`src/rtl/pipeline_hazard_ctrl.sv`:
```
// Stall/flush sequencer for the five-stage RV32I pipeline (load-use, memory wait, EX redirect).
// Optional performance counters are enabled by defining HAZARD_PERF_EN.
module pipeline_hazard_ctrl #(
   parameter int unsigned FETCH_LAT = 1
) (
   input  logic        clk,
   input  logic        rst_n,
   input  logic [4:0]  id_rs1,
   input  logic [4:0]  id_rs2,
   input  logic        id_rs1_used,
   input  logic        id_rs2_used,
   input  logic        ex_mem_read,
   input  logic [4:0]  ex_rd,
   input  logic        ex_branch_taken,
   input  logic        mem_req,
   input  logic        mem_ready,
   output logic        pc_stop,
   output logic        if_id_stop,
   output logic        id_ex_stop,
   output logic        ex_mem_stop,
   output logic        if_id_flush,
   output logic        id_ex_flush,
   output logic        mem_wb_flush,
   output logic [1:0]  state,
   output logic [31:0] stall_cycles,
   output logic [31:0] flush_cycles
);

   typedef enum logic [1:0] {
      ST_RUN      = 2'd0,
      ST_REDIRECT = 2'd1,
      ST_MEM_WAIT = 2'd2
   } state_t;

   localparam logic [1:0] FETCH_LAT_C = FETCH_LAT[1:0];

   state_t     state_r, state_nxt_s;
   logic [1:0] rcnt_r, rcnt_nxt_s;
   logic       mw_s, lu_s;

   assign mw_s = mem_req & ~mem_ready;
   assign lu_s = ex_mem_read & (ex_rd != 5'd0) &
                 ((id_rs1_used & (id_rs1 == ex_rd)) | (id_rs2_used & (id_rs2 == ex_rd)));

   // State and redirect counter registers
   always_ff @(posedge clk or negedge rst_n) begin
      if (!rst_n) begin
         state_r <= ST_RUN;
         rcnt_r  <= 2'd0;
      end else begin
         state_r <= state_nxt_s;
         rcnt_r  <= rcnt_nxt_s;
      end
   end

   // Hazard resolution: outputs and next state, gated to zero during reset
   always_comb begin
      pc_stop      = 1'b0;
      if_id_stop   = 1'b0;
      id_ex_stop   = 1'b0;
      ex_mem_stop  = 1'b0;
      if_id_flush  = 1'b0;
      id_ex_flush  = 1'b0;
      mem_wb_flush = 1'b0;
      state_nxt_s  = state_r;
      rcnt_nxt_s   = rcnt_r;
      if (!rst_n) begin
         state_nxt_s = ST_RUN;
         rcnt_nxt_s  = 2'd0;
      end else if (mw_s) begin
         pc_stop      = 1'b1;
         if_id_stop   = 1'b1;
         id_ex_stop   = 1'b1;
         ex_mem_stop  = 1'b1;
         mem_wb_flush = 1'b1;
         state_nxt_s  = ST_MEM_WAIT;
      end else if (ex_branch_taken) begin
         if_id_flush = 1'b1;
         id_ex_flush = 1'b1;
         rcnt_nxt_s  = FETCH_LAT_C;
         state_nxt_s = (FETCH_LAT_C != 2'd0) ? ST_REDIRECT : ST_RUN;
      end else begin
         case (state_r)
            ST_RUN: begin
               if (lu_s) begin
                  pc_stop     = 1'b1;
                  if_id_stop  = 1'b1;
                  id_ex_flush = 1'b1;
               end else begin
                  pc_stop     = 1'b0;
               end
               state_nxt_s = ST_RUN;
            end
            ST_REDIRECT: begin
               if_id_flush = 1'b1;
               rcnt_nxt_s  = rcnt_r - 2'd1;
               if (rcnt_r <= 2'd1) begin
                  state_nxt_s = ST_RUN;
               end else begin
                  state_nxt_s = ST_REDIRECT;
               end
            end
            ST_MEM_WAIT: begin
               // A pending redirect means ID still holds a wrong-path bubble, so load-use is moot
               if (rcnt_r != 2'd0) begin
                  if_id_flush = 1'b1;
                  state_nxt_s = ST_REDIRECT;
               end else if (lu_s) begin
                  pc_stop     = 1'b1;
                  if_id_stop  = 1'b1;
                  id_ex_flush = 1'b1;
                  state_nxt_s = ST_RUN;
               end else begin
                  state_nxt_s = ST_RUN;
               end
            end
            default: begin
               state_nxt_s = ST_RUN;
               rcnt_nxt_s  = 2'd0;
            end
         endcase
      end
   end

   assign state = state_r;

`ifdef HAZARD_PERF_EN
   logic [31:0] stall_cnt_r, flush_cnt_r;

   // Performance counters, free-running with natural wrap
   always_ff @(posedge clk or negedge rst_n) begin
      if (!rst_n) begin
         stall_cnt_r <= 32'd0;
         flush_cnt_r <= 32'd0;
      end else begin
         stall_cnt_r <= stall_cnt_r + {31'd0, pc_stop};
         flush_cnt_r <= flush_cnt_r + {31'd0, if_id_flush};
      end
   end

   assign stall_cycles = stall_cnt_r;
   assign flush_cycles = flush_cnt_r;
`else
   assign stall_cycles = 32'h0;
   assign flush_cycles = 32'h0;
`endif

endmodule
```
`config.mk`:
```
export PLATFORM = sky130hd
export DESIGN_NAME = pipeline_hazard_ctrl
export DESIGN_NICKNAME = d
export VERILOG_FILES = /design/src/rtl/pipeline_hazard_ctrl.sv
export SDC_FILE = /design/constraint.sdc
export NUM_CORES = 1
export LEC_CHECK = 0
export CORE_ASPECT_RATIO = 1.1
export CORE_UTILIZATION = 32
export CTS_CLUSTER_SIZE = 25
export DETAILED_ROUTE_END_ITERATION = 6
export HOLD_SLACK_MARGIN = 0.12
export PLACE_DENSITY = 0.84
export SLEW_MARGIN = 10
export SYNTH_ARGS = -nofsm -noshare
export SYNTH_HDL_FRONTEND = slang
export SYNTH_SLANG_ARGS = --single-unit
```
`constraint.sdc`:
```
create_clock -name clk -period 2.4 [get_ports clk]
set_input_delay 0.36 -clock clk [delete_from_list [all_inputs] [get_ports clk]]
set_output_delay 0.36 -clock clk [all_outputs]
set_load 0.1 [all_outputs]
```
* Yosys cells after proc, flatten, opt, wreduce, memory -nomap -nowiden
Cells that the tools add are included.
Word-level totals: logic and storage cells 48, output and inout bits 73, register bits 4
Cells by class: bitwise gates (word level) 7, muxes and demuxes 26, add/subtract/negate cells 1, magnitude comparators 1, equal/unequal tests 6, reductions and logical operators 5
Operator list (count):
- two-way mux 1 bit | 17
- equality test 5 bit | 2
- two-way mux 2 bit | 5
- one-hot mux 1 bit (2 select lines) | 3
- AND 1 bit | 5
- nonzero test 5 bit | 1
- one-hot mux 2 bit (2 select lines) | 1
- inequality test 3 x 2 -> 1 bit, second input constant | 1
- equality test 2 x 1 -> 1 bit, second input constant | 1
- equality test 2 bit, second input constant | 1
- <= comparator 2 x 1 -> 1 bit, second input constant | 1
- logical NOT 2 bit | 1
- inequality test 2 bit, second input constant | 1
- AND reduction 2 bit | 1
- nonzero test 2 bit | 1
- OR reduction 2 bit | 1
- subtractor 2 x 1 -> 2 bit, second input constant | 1
- inverter 1 bit | 1
- bitwise OR 1 bit | 1

* Logic depth before layout (Yosys ltp)
Gate-level depths: netlist (run 1).
depth after elaboration 10, mapped depth 6

* Worst setup path after synthesis (run 1)
No wires, ideal clock.
path kind reg-to-output, start point register state_r[1] (netlist: state[1]), end point output port pc_stop, cell stages (with the launch flop) 6, arrival time 4.342 ns, path slack -2.302 ns, required time 2.040 ns, cell sequence dfrtp_1 ha_1 a21o_1 nand3_1 o31ai_1 buf_4
On the way: word-level cells in the longest chain between the ends 5, elaborated cells between the ends (all ways) 6, classes of those cells 1 x eq/ne; 4 x mux; 1 x reduce/logical
RTL lines:
- start, declared | RTL line 37 | state_t state_r, state_nxt_s;
- start signal, assigned | RTL line 51 | state_r <= state_nxt_s;
- equality test 2 bit / logical NOT 2 bit (equally long branches)
- one-hot mux 1 bit (2 select lines) *
- two-way mux 1 bit * (3 in series)
- end, declared | RTL line 17 | output logic pc_stop,
Mark *: on every way between the ends. The rest lies on a longest branch, timed or not.

* Final worst setup path (run 1)
start point input port id_rs2[2], end point output port if_id_stop
On the way: word-level cells in the longest chain between the ends 10
RTL lines:
- start, declared | RTL line 9 | input logic [4:0] id_rs2,
- equality test 5 bit * | RTL line 43 | ((id_rs1_used & (id_rs1 == ex_rd)) | (id_rs2_used & (id_rs2 == ex_rd)));
- AND 1 bit * | RTL line 43
- bitwise OR 1 bit * | RTL line 43
- AND 1 bit * | RTL line 42 | assign lu_s = ex_mem_read & (ex_rd != 5'd0) &
- two-way mux 1 bit * | RTL line 85, 108
- two-way mux 1 bit | RTL line 105 | if (rcnt_r != 2'd0) begin
- one-hot mux 1 bit (2 select lines) * | RTL line 83 | case (state_r)
- two-way mux 1 bit * | RTL line 77 | end else if (ex_branch_taken) begin
- two-way mux 1 bit * | RTL line 70 | end else if (mw_s) begin
- two-way mux 1 bit * | RTL line 67 | if (!rst_n) begin
- end, declared | RTL line 18 | output logic if_id_stop,
Marked as above.

==> impl_metrics.env, run 1 <==
export IMPL_peakVddDrop_v=0.0003799
export IMPL_cts_tree="yes"
export IMPL_multiInputGateArea_um2=641.9
export IMPL_synthMuxAreaShare_pct=0
export IMPL_start_util_pct=34.20
export IMPL_grt_pass1_vias=587
export IMPL_ys_seq_area_share_pct=10.44
export IMPL_finalHoldViolCount=0
export IMPL_place_congestion=0.7900
export IMPL_clkSlewWorstSetupHoldPaths_ns=0.03
export IMPL_wl_mm=1.689
export IMPL_placed_cells=187
export IMPL_rr_endpoint="rcnt_r[0]$_DFFE_PN0P_"
export IMPL_critPathArrivalTime_ns=2.03
export IMPL_vias=695
export IMPL_io_buffers=31
export IMPL_cts_setup_buffers=0
export IMPL_total_leakage_power_nw=0.6683
export IMPL_postSynthAreaPerCell_um2=7.856
export IMPL_ys_types=27
export IMPL_ys_warn_count=0
export IMPL_cts_max_level=1
export IMPL_comb_power_share_pct=78.7
export IMPL_grt_overflow=0
export IMPL_post_route_min_period_ns=2.390
export IMPL_die_x_um=54.18
export IMPL_clkPwrFrac_pct=11.6
export IMPL_internal_power_uw=216.2
export IMPL_r2r_cells=5
export IMPL_r2r_start="state[0]$_DFF_PN0_"
export IMPL_max_freq_mhz=418.5
export IMPL_drt_iter0_markers=1
export IMPL_stdcell_count=191
export IMPL_holdBufCountCts=0
export IMPL_p_per_area_mw_per_mm2=616.0
export IMPL_finalPower_uw=783.9
export IMPL_layout_common_cells="64 x conb_1, 15 x clkdlybuf4s50_1, 8 x xor2_1"
export IMPL_synth_compound_area_share_pct=9.138
export IMPL_skew_ns=0.009341
export IMPL_crit_path_end_kind="output port"
export IMPL_grt_max_degree=6
export IMPL_clockBufferDepth=2
export IMPL_min_from="rcnt_r[1]$_DFFE_PN0P_"
export IMPL_antenna_found_initial=0
export IMPL_hpwl_mm=1.410
export IMPL_netlist_instances=122
export IMPL_synth_simple_gate_area_share_pct=9.138
export IMPL_min_to="rcnt_r[1]$_DFFE_PN0P_"
export IMPL_antenna_cells=0
export IMPL_setup_viol=0
export IMPL_drive_gt1_share_pct=18.35
export IMPL_p_seq_share_pct=9.7
export IMPL_nets=187
export IMPL_reg2reg_slack_ns=0.99
export IMPL_final_common_cell="conb_1"
export IMPL_netSwitchingFraction_pct=72.41
export IMPL_syn_area_um2=958.4
export IMPL_hold_path_class="register to register"
export IMPL_path_class="primary input to output port"
export IMPL_fillers=274
export IMPL_num_rows=20
export IMPL_start_kind="primary input"
export IMPL_cts_buffers=3
export IMPL_synth_top_family_by_area="buffers and inverters"
export IMPL_clock_latency_ns=0.24
export IMPL_switchingPower_uw=567.6
export IMPL_ant_nets=0
export IMPL_crit_required_ns=2.04
export IMPL_syn_to_final_growth_pct=32.77
export IMPL_seq_area_um2=107.6
export IMPL_design_area_mm2=0.001272
export IMPL_yosys_register_bits=4
export IMPL_status="complete, no violations"
export IMPL_via_per_inst=3.639
export IMPL_dieArea_mm2=0.003218
export IMPL_io_pins=96
export IMPL_avgRoutedWirePerCell_um=8.843
export IMPL_coreArea_mm2=0.002803
export IMPL_track_usage_pct=9.171
export IMPL_synth_xor_area_share_pct=9.138
export IMPL_drv_cap=0
export IMPL_grt_pass1_wl_mm=2.139
export IMPL_synth_adder_area_share_pct=6.527
export IMPL_die_h_um=59.40
export IMPL_timing_final_max_slew_violations=0
export IMPL_drc=0
export IMPL_cp_max_fo=2
export IMPL_placed_cell_area_mm2=0.001206
export IMPL_first_pass_iters=3
export IMPL_clockRootBuffer="clkbuf_4"
export IMPL_worstHoldPathCells=2
export IMPL_period_share_pct=99.57
export IMPL_cts_sinks=4
-- power groups by stage --
stage | clock network [mW] | logic [mW] | registers [mW]
5_1_grt | 0.102 | 0.633 | 0.0765
3_3_place_gp | 0 | 0.608 | 0.0768
6_report | 0.0909 | 0.617 | 0.0760
4_1_cts | 0.0968 | 0.612 | 0.0760
2_1_floorplan | 0 | 0.603 | 0.0866
3_5_place_dp | 0 | 0.610 | 0.0771
-- what timing repair did --
action / in CTS / in global routing
resized for setup: 2 / 8
endpoints found under the setup margin: 3 / 3
pin swaps: 3 / 3
gates cloned: 0 / 0
-- final cells by class --
| class | count | share of cell area (%) |
|---|---|---|
| Multi-Input combinational cell | 107 | 50.44 |
| Timing Repair Buffer | 36 | 33.53 |
| Sequential cell | 4 | 8.456 |
| Tap cell | 33 | 3.245 |
| Inverter | 7 | 2.262 |
| Clock buffer | 4 | 2.065 |
-- synthesized netlist by cell type --
| master | instances | share of area (%) |
|---|---|---|
| nand2b_1 | 1 | 0.65 |
| a21boi_0 | 1 | 0.78 |
| o21ai_0 | 3 | 1.6 |
| nand4_1 | 1 | 0.65 |
| nor4_1 | 1 | 0.65 |
| o41ai_1 | 1 | 0.91 |
| nand3_1 | 1 | 0.52 |
| dfrtp_1 | 4 | 10 |
| o31a_1 | 1 | 0.91 |
| nor4_2 | 1 | 1.3 |
| a32oi_1 | 1 | 0.91 |
| a21o_1 | 1 | 0.78 |
| o2bb2ai_1 | 1 | 0.91 |
| ha_1 | 5 | 6.5 |
| conb_1 | 1 | 0.39 |
| nand3b_1 | 1 | 0.78 |
| nand2_1 | 3 | 1.2 |
| buf_4 | 67 | 52 |
| nor2b_1 | 1 | 0.65 |
| o21a_1 | 2 | 1.6 |
| nor2_1 | 4 | 1.6 |
| inv_1 | 7 | 2.7 |
| xor2_1 | 8 | 7.3 |
| xnor2_1 | 2 | 1.8 |
| nor3_1 | 1 | 0.52 |
| o31ai_1 | 1 | 0.78 |
| and2_0 | 1 | 0.65 |
-- critical path, cell delays in order --
cell and delay [ns]:
clkdlybuf4s50_1 0.42, xor2_1 0.17, nor4_2 0.35, a32oi_2 0.13, o31ai_4 0.38, buf_12 0.22
-- flip-flops by register name, summed over array words and instances, names as in the netlist --
| register | count |
|---|---|
| rcnt_r | 2 |
| state | 2 |
-- through the flow --
stage          utilization, %  worst slack, ns  TNS (ns)  hold WS, ns
4_1_cts                 44.20          0.01397         0       0.4792
6_report                45.40          0.01032         0       0.4787
2_1_floorplan               -          -0.2038   -0.2038      0.06441
5_1_grt                 45.40         -0.03846  -0.07504       0.4949
3_5_place_dp            43.04         -0.05081   -0.1002       0.4700
3_3_place_gp            43.04         -0.02590  -0.05168       0.4652
-- how the worst max path moves through the flow --
stage	start	slack (ns)	cells past startpoint	end
6_report	id_rs2[2]	0.01	6	if_id_stop
5_1_grt	id_rs2[2]	-0.04	6	if_id_stop
4_1_cts	ex_rd[2]	0.01	7	id_ex_flush
3_5_place_dp	ex_rd[2]	-0.05	6	if_id_stop
3_3_place_gp	ex_rd[2]	-0.03	6	pc_stop
2_1_floorplan	state[0]$_DFF_PN0_	-0.20	6	pc_stop
-- kinds of logic after synthesis --
| logic type | count (synthesis) |
|---|---|
| compound gates | 12 |
| xor+xnor | 10 |
| fa+ha+maj | 5 |
| buf+inv | 74 |
| flops | 4 |
| other cells | 1 |
| simple gates | 16 |
-- per-layer routing --
layer | vias up | share of wire, % | GRT usage [%]
li1 | 329 | - | -
met1 | 322 | 31 | 8.000
met2 | 44 | 62 | 16.72
met3 | 0 | 7.2 | 2.308
met4 | 0 | 0 | 7.692
met5 | - | 0 | 0
(Power assumes the default switching activity.)
==> run 2, diff against run 1 <==
- PLACE_DENSITY: 0.84 -> 0.95
==> impl_metrics.env, run 2 (synthesized netlist as in run 1, its figures left out) <==
export IMPL_status="complete, no violations"
export IMPL_grt_setup_unrepaired="no"
export IMPL_cts_sinks=4
export IMPL_final_common_cell="conb_1"
export IMPL_internal_power_uw=215.3
export IMPL_cts_buffers=3
export IMPL_finalHoldViolCount=0
export IMPL_die_h_um=59.40
export IMPL_fin_tns_setup_ns=0
export IMPL_grt_overflow=0
export IMPL_drc=0
export IMPL_drive_gt1_share_pct=18.47
export IMPL_max_stage_delay_ns=0.41
export IMPL_fillers=268
export IMPL_hold_path_class="primary input to async pin"
export IMPL_critPathArrivalTime_ns=1.95
export IMPL_coreArea_mm2=0.002803
export IMPL_syn_to_final_growth_pct=33.29
export IMPL_start_kind="primary input"
export IMPL_clkPwrFrac_pct=11.6
export IMPL_holdBufCountCts=0
export IMPL_antenna_cells=0
export IMPL_ant_nets=0
export IMPL_setup_viol=0
export IMPL_peakVddDrop_v=0.0003866
export IMPL_cts_tree="yes"
export IMPL_vias=676
export IMPL_netSwitchingFraction_pct=72.48
export IMPL_avgRoutedWirePerCell_um=8.889
export IMPL_clockBufferDepth=2
export IMPL_drt_iter0_markers=6
export IMPL_via_per_inst=3.558
export IMPL_cts_setup_buffers=0
export IMPL_crit_path_end_kind="output port"
export IMPL_clockRootBuffer="clkbuf_4"
export IMPL_wl_mm=1.689
export IMPL_grt_max_degree=6
export IMPL_finalPower_uw=782.4
export IMPL_io_buffers=31
export IMPL_drv_cap=0
export IMPL_switchingPower_uw=567.1
export IMPL_crit_required_ns=2.04
export IMPL_skew_ns=0.005495
export IMPL_track_usage_pct=9.681
export IMPL_max_freq_mhz=433.4
export IMPL_num_rows=20
export IMPL_period_share_pct=96.15
export IMPL_grt_pass1_wl_mm=2.263
export IMPL_hpwl_mm=1.494
export IMPL_cp_max_fo=2
export IMPL_p_seq_share_pct=9.7
export IMPL_total_leakage_power_nw=0.6831
export IMPL_clkSlewWorstSetupHoldPaths_ns=0.04
export IMPL_nets=186
export IMPL_crit_buf_inv=2
export IMPL_first_pass_iters=4
export IMPL_p_per_area_mw_per_mm2=612.4
export IMPL_dieArea_mm2=0.003218
export IMPL_post_route_min_period_ns=2.308
export IMPL_die_x_um=54.18
export IMPL_start_util_pct=34.20
export IMPL_timing_final_max_slew_violations=0
export IMPL_io_pins=96
export IMPL_utilization_pct=45.58
export IMPL_cts_max_level=1
export IMPL_clock_latency_ns=0.23
export IMPL_path_class="primary input to output port"
export IMPL_grt_pass1_vias=540
export IMPL_slowest_stage="clkdlybuf4s50_1"
export IMPL_crit_family="buffers and inverters"
export IMPL_comb_power_share_pct=78.7
export IMPL_place_congestion=0.7843
export IMPL_layout_common_cells="64 x conb_1, 13 x clkdlybuf4s50_1, 8 x dlymetal6s2s_1"
export IMPL_crit_chain="clkdlybuf4s50_1, xor2_1, nor4_2, a32oi_2, o31ai_4, buf_12"
export IMPL_antenna_found_initial=0
-- run 2: layout make-up --
class	instances	area, um2	share of cell area [%]
sequential	4	107.6	8.423
multi-input combinational	107	649.4	50.83
inverter	7	28.78	2.253
clock buffer	4	26.28	2.057
tap	33	41.29	3.232
timing repair buffer	35	424.2	33.20
-- run 2: repair_timing --
| item | in CTS | in global routing |
|---|---|---|
| resized for setup | 3 | 10 |
| pin swaps | 2 | 4 |
| endpoints found under the setup margin | 3 | 3 |
-- run 2: final timing paths --
kind	to	cells past startpoint	slack, ns	startpoint
setup reg to reg	state[0]$_DFF_PN0_	6	0.97	state[0]$_DFF_PN0_
hold reg to reg	rcnt_r[1]$_DFFE_PN0P_	2	0.48	rcnt_r[1]$_DFFE_PN0P_
min in group clk	rcnt_r[1]$_DFFE_PN0P_	2	0.48	rcnt_r[1]$_DFFE_PN0P_
hold / removal	state[0]$_DFF_PN0_	1	0.33	rst_n
max in group asynchronous	rcnt_r[0]$_DFFE_PN0P_	2	1.77	rst_n
setup / recovery	if_id_stop	6	0.09	id_rs2[1]
-- run 2: metal layers --
metal / vias up / wire, um / GRT usage (%)
li1: 326 / - / -
met1: 305 / 500 / 9.217
met2: 45 / 1051 / 19.16
met3: 0 / 137 / 2.308
met4: 0 / 0 / 3.297
met5: - / 0 / 0
-- run 2: metrics by stage --
stage | cell area [um2] | hold slack [ns] | cells | setup slack, ns
after floorplan | 1267 | 0.06441 | 185 | -0.2038
after global placement | 1199 | 0.4596 | 186 | -0.03078
after detailed placement | 1199 | 0.4702 | 186 | -0.08199
after CTS | 1237 | 0.3264 | 190 | 0.007973
after global routing | 1277 | 0.3401 | 190 | 0.01121
final | 1277 | 0.3278 | 190 | 0.09241
-- run 2: power by group through the flow --
stage,Sequential [mW],Clock (mW),Combinational [mW]
after floorplan,0.0866,0,0.603
after global placement,0.0768,0,0.606
after detailed placement,0.0769,0,0.610
after CTS,0.0760,0.0945,0.613
after global routing,0.0765,0.0998,0.632
final,0.0760,0.0904,0.616
